## src/rtl/audio_synth_pkg.sv

```systemverilog
// Shared constants and types for the audio synth chain.
// PHASE_W : phase accumulator width (27 bits; f_out = freq * f_clk / 2^27)
// FREQ_W  : frequency word width (16 bits)
// OUT_W   : audio sample width (8 bits, unsigned)
package audio_synth_pkg;

  localparam int unsigned PHASE_W = 27;
  localparam int unsigned FREQ_W  = 16;
  localparam int unsigned OUT_W   = 8;

  typedef logic [PHASE_W-1:0] phase_t;
  typedef logic [FREQ_W-1:0]  freq_t;
  typedef logic [OUT_W-1:0]   sample_t;

endpackage

```

## src/rtl/audio_phase_acc.sv

```systemverilog
// DDS phase accumulator shared by the waveform generators.
// Ports:
//   clk_i   : system clock, rising edge
//   rstn_i  : asynchronous active-low reset, clears the phase to 0
//   freq_i  : unsigned phase increment, added every clock
//   phase_o : current phase, wraps modulo 2^PHASE_W
module audio_phase_acc
  import audio_synth_pkg::*;
(
  input  logic   clk_i,
  input  logic   rstn_i,
  input  freq_t  freq_i,
  output phase_t phase_o
);

  phase_t phase_ff;

  // Natural modulo-2^PHASE_W wrap; no saturation.
  always_ff @(posedge clk_i or negedge rstn_i) begin
    if (!rstn_i) begin
      phase_ff <= '0;
    end else begin
      phase_ff <= phase_ff + phase_t'(freq_i);
    end
  end

  assign phase_o = phase_ff;

endmodule

```

## src/rtl/audio_triangle.sv

```systemverilog
// DDS triangle-wave generator.
// Ports:
//   clk_i         : system clock, rising edge
//   rstn_i        : asynchronous active-low reset
//   freq_i        : unsigned phase increment per clock
//   sample_data_o : registered unsigned triangle sample, 0..255
module audio_triangle
  import audio_synth_pkg::*;
(
  input  logic    clk_i,
  input  logic    rstn_i,
  input  freq_t   freq_i,
  output sample_t sample_data_o
);

  phase_t  phase;
  sample_t seg;
  sample_t fold;
  sample_t sample_ff;
  logic    unused_phase_lsbs;

  audio_phase_acc u_phase_acc (
    .clk_i   (clk_i),
    .rstn_i  (rstn_i),
    .freq_i  (freq_i),
    .phase_o (phase)
  );

  // The phase MSB selects the half-period: rising uses the next OUT_W bits
  // directly, falling uses their complement, so both extremes are held twice.
  always_comb begin
    seg  = phase[PHASE_W-2 -: OUT_W];
    fold = phase[PHASE_W-1] ? ~seg : seg;
  end

  assign unused_phase_lsbs = ^phase[PHASE_W-OUT_W-2:0];

  always_ff @(posedge clk_i or negedge rstn_i) begin
    if (!rstn_i) begin
      sample_ff <= '0;
    end else begin
      sample_ff <= fold;
    end
  end

  assign sample_data_o = sample_ff;

endmodule

```

## config.mk

```make
export PLATFORM = sky130hd
export DESIGN_NAME = audio_triangle
export DESIGN_NICKNAME = d
export VERILOG_FILES = /design/src/rtl/audio_synth_pkg.sv /design/src/rtl/audio_phase_acc.sv /design/src/rtl/audio_triangle.sv
export SDC_FILE = /design/constraint.sdc
export NUM_CORES = 1
export LEC_CHECK = 0
export CAP_MARGIN = 10
export CORE_UTILIZATION = 36
export DETAILED_ROUTE_END_ITERATION = 8
export PLACE_DENSITY = 0.61
export SLEW_MARGIN = 25
export SYNTH_ARGS = -nofsm -noshare
export SYNTH_HDL_FRONTEND = slang
export SYNTH_SLANG_ARGS = --single-unit
```

## constraint.sdc

```tcl
create_clock -name clk_i -period 2.4 [get_ports clk_i]
set_input_delay 0.72 -clock clk_i [delete_from_list [all_inputs] [get_ports clk_i]]
set_output_delay 0.72 -clock clk_i [all_outputs]
set_load 0.05 [all_outputs]
```

Word level (Yosys, flattened, before mapping):

Cells that the tools add are included.

* bits of input ports: 18
* bits in registers: 35
* word-level logic and storage cells: 5
* output and inout port bits: 8

* bitwise operators: 1
* add/subtract/negate cells: 1
* mux-type cells: 1

Operators by type and width (number)
* adder 27 x 16 -> 27 bit: 1
* two-way mux 8 bit: 1
* inverter 8 bit: 1

Longest topological paths before layout:

* word-level depth: 2
* mapped depth: 9
* depth with buffers taken out: 9

By module:

A second synthesis with hierarchy kept.

* cell total of the unflattened synthesis: 205
* area, all modules: 2097.0 sq um

By module, submodules not included
* audio_phase_acc: area an instance 1815.5 sq um, cells an instance 188, seq. area each 675.6 sq um, instances 1
* audio_triangle: area an instance 281.5 sq um, cells an instance 17, seq. area each 200.2 sq um, instances 1

Least setup slack after synthesis:

No wires, ideal clock.

* path type: input-to-reg
* start point: in freq_i[0]
* end point: reg u_phase_acc.phase_ff[20] (netlist: u_phase_acc.phase_o[20])
* data required time: 2.275 ns
* library setup time: 0.125 ns
* path buffers: 0
* data arrival time: 2.253 ns
* path slack: 0.023 ns
* stages: 9
* cell sequence: ha_1 -> inv_1 -> fa_1 -> nor2b_1 -> o31a_1 -> o21ai_1 -> a21oi_2 -> o2111ai_1 -> xnor2_1

* word-level cells in the longest chain between the ends: 1

Ends and longest elaborated chain
* start: declaration: RTL line audio_triangle.sv:12 `input freq_t freq_i,`
* adder 27 x 16 -> 27 bit: RTL line audio_phase_acc.sv:23 `phase_ff <= phase_ff + phase_t'(freq_i);`
* end signal: assignment: RTL line audio_phase_acc.sv:23
* end: declaration: RTL line audio_phase_acc.sv:16 `phase_t phase_ff;`

No other way between the ends.

Worst setup path in the final report:

* start point: in freq_i[4]
* end point: reg u_phase_acc.phase_ff[10] (netlist: u_phase_acc.phase_o[10])

The elaborated chain is that of the path after synthesis.

==> results.toml <==
[pwr]
p_leak_nw = 1.28
power_density_mw_per_mm2 = 1310
max-vdd-ir-drop_mv = 0.605

[routing]
routed_wirelength_mm = 3.95
drt_iter0_markers = 51
drt_first_pass_iters = 4
dr_total_vias = 1578
ant_nets = 0
wire_per_inst_um = 12.2
vias_per_cell = 4.86
drc = 0

[sta]
tns_ns = -0.00662
finalSetupViolCount = 1
post-route-period-util_pct = 100
setup_ws_ns = -0.00662
fmax_mhz = 416
fin_worst_skew_ns = 0.00294
tightest_slew_ns = 0.491
hold_violations = 0
slew_viol_final = 0
slew_headroom_pct = 67.2
post-route-min-period_ns = 2.41

[placed_design]
dpl.hpwl_mm = 2.82
io_buffers = 25
dp_slack_ns = -0.574
gp_congestion = 0.785

[cts]
cts_hold_buf = 0
cts.clk_slew.worst_paths_ns = 0.08
max-clock-path-buffers = 2
root_buffer = "clkbuf_8"
clock_sinks = 35
clk-insertion-delay-late_ns = 0.29
cts_buffers = 5
cts_tree = "done"
h-tree-depth = 2

[synth]
ys_ff_latch = 35
ys_seq_area_share_pct = 44.4
synth-main-ff-cell = "dfrtp_1"
syn_inst = 182
synth_warnings = 0
yosys.area.top_type = "dfrtp_1"
synthTopCellsByArea = "dfrtp_1 44%, ha_1 10%, xnor2_1 8.4%"
synth.cell_area_mm2 = 0.00197
synthArstFlopShare_pct = 100
synth-edff-count = 0
synth_top_area_share_pct = 44.4
syn_area_per_cell_um2 = 10.8
synth_cell_types = 41
synth_nets = 217

[setup_path]
path_common_cell = "o21a_1"
critical_path_buf_inv_count = 2
cp-start-kind = "primary input"
path_cells = "clkdlybuf4s50_1 -> ha_1 -> o21a_1 -> o31a_1 -> buf_4 -> o21a_1 -> a31o_1 -> a311oi_2 -> nor2_1"
worst_path_dominant_cell_family = "compound AO/OA/AOI/OAI gates"
crit_fanout = 3
critical-path-max-stage-delay_ns = 0.41
required_ns = 2.57
slowest_stage = "clkdlybuf4s50_1"
critPathCaptureType = "flip-flop"
cp.arrival_ns = 2.58
path_class = "in -> reg"

[cells_and_area]
diodes = 0
nFillCells = 494
area_delta_synth_final_pct = 46.1
regArea_um2 = 876
drive_gt1_share_pct = 32.5
multi_input_area_mm2 = 0.00122
fin_nets = 289

[floorplan]
dieArea_mm2 = 0.00578
fp.dieH_um = 76.1
start_util_pct = 37.9
io_pins = 26
die_w_um = 76.1
num_rows = 26
coreArea_mm2 = 0.00520

[global_routing]
overflow = 0
grt_pass1_vias = 1582
grt_max_degree = 36
antenna_found_initial = 0
grt_usage_pct = 14.4
grt_pass1_wl_mm = 6.69

[min_path]
min_path_type = "reg -> reg"

[run_status]
outcome = "finished with violations"
violations = "setup timing"

[flow_run]
drv_cap = 0
[area by class of cell]
type	count	area share, %
multi-input combinational	141	42.3
timing repair buffer	67	19.7
sequential	35	30.4
clock inverter	3	1.65
tap	70	3.04
clock buffer	5	2.39
inverter	4	0.521
[routing by layer]
metal  track usage, %  share of wire (%)  vias to the layer above  wire (µm)
li1                 -                  -                      794          -
met1             18.6                 46                      748       1810
met2             23.3                 49                       28       1960
met3             3.59                3.1                        8        123
met4             5.38                1.6                        0         63
met5                0                  0                        -          0
[synth_stat cells, types with 5 or more instances]
library cell / number
xor2_1: 11
ha_1: 16
a21oi_1: 13
nand3_1: 5
dfrtp_1: 35
o21ai_0: 5
o21ai_1: 7
nand2_1: 8
xnor2_1: 19
nor2_1: 12
[where the power goes]
part           total [mW]  leakage (nW)  internal [mW]  switching, mW
clock network       0.543        0.0587          0.315          0.229
registers           0.983         0.433          0.830          0.153
logic                2.25         0.789           1.16           1.08
[worst reg2reg max path, stage by stage, from the launching register on]
cell and delay, ns:
dfrtp_1 0.37, ha_2 0.19, inv_2 0.05, fa_2 0.20, nor2b_2 0.05, o31a_1 0.27, buf_4 0.15, o21a_1 0.18
a31o_1 0.24, a311oi_2 0.25, nor2_1 0.07
[per-stage QoR]
step | area [µm²] | power [mW] | hold slack, ns | instances | utilization, %
after floorplan | 1970 | 2.22 | 0.424 | 182 | -
after global placement | 2590 | 2.94 | 0.455 | 314 | 49.8
after detailed placement | 2590 | 2.97 | 0.461 | 314 | 49.8
after CTS | 2770 | 3.63 | 0.516 | 324 | 53.3
after global routing | 2880 | 4.08 | 0.536 | 325 | 55.4
final | 2880 | 3.78 | 0.511 | 325 | 55.4
[kinds of logic (layout without fill, tap and decap cells)]
| group | after synthesis | after routing | share of synthesized area [%] |
|---|---|---|---|
| AOI/OAI and AO/OA | 51 | 51 | 18.4 |
| and+or+nand+nor | 43 | 43 | 11.5 |
| DFF | 35 | 35 | 44.4 |
| xor gates and xnor gates | 30 | 30 | 13.3 |
| adders and majority gates | 17 | 17 | 11.2 |
| buffers and inverters | 6 | 79 | 1.33 |
[layout by cell type (no fill, tap or decap), types with 2 or more instances in the layout]
cell type	Yosys	routed
buf_4	1	42
dfrtp_1	35	35
clkdlybuf4s50_1	0	20
xnor2_1	19	19
nor2_1	12	11
xor2_1	11	11
ha_1	16	10
a21oi_1	13	8
nand2_1	8	8
nand3_1	5	5
a21oi_2	2	5
o21ai_0	5	5
clkbuf_8	0	5
o21a_1	4	4
o211ai_1	4	4
o21ai_1	7	4
ha_4	0	4
inv_1	4	3
a21o_1	3	3
o21ai_2	0	3
nand4_1	3	3
and2_1	3	3
nor2b_2	1	2
and3_1	2	2
a21oi_4	0	2
nor2_2	1	2
o2111ai_2	0	2
a311oi_2	1	2
ha_2	0	2
dlymetal6s2s_1	0	2
dlygate4sd2_1	0	2
[flip-flops by register name, summed over array words and instances, names as in the netlist]
name,flops
u_phase_acc.phase_o,27
sample_data_o,8
[path summary, 6_finish.rpt]
check / slack (ns) / end / start / cells past startpoint
worst max-delay path: -0.007 / u_phase_acc.phase_o[10] / freq_i[4] / 9
worst min-delay path: 0.51 / u_phase_acc.phase_o[17] / u_phase_acc.phase_o[17] / 1
worst max register to register: 0.27 / u_phase_acc.phase_o[10] / u_phase_acc.phase_o[0] / 10
worst min register to register: 0.51 / u_phase_acc.phase_o[17] / u_phase_acc.phase_o[17] / 1
max in group asynchronous: 1.24 / u_phase_acc.phase_o[23] / rstn_i / 2
min in group asynchronous: 0.83 / u_phase_acc.phase_o[8] / rstn_i / 2
[what timing repair did]
action | 4_1_cts | 5_1_grt
gates resized for setup | 13 | 20
pin swaps | 18 | 16
buffers inserted | 2 | 1
endpoints found under the setup margin | 14 | 18
cloned | 0 | 0
Note: power is estimated with default switching activity, not from simulation.
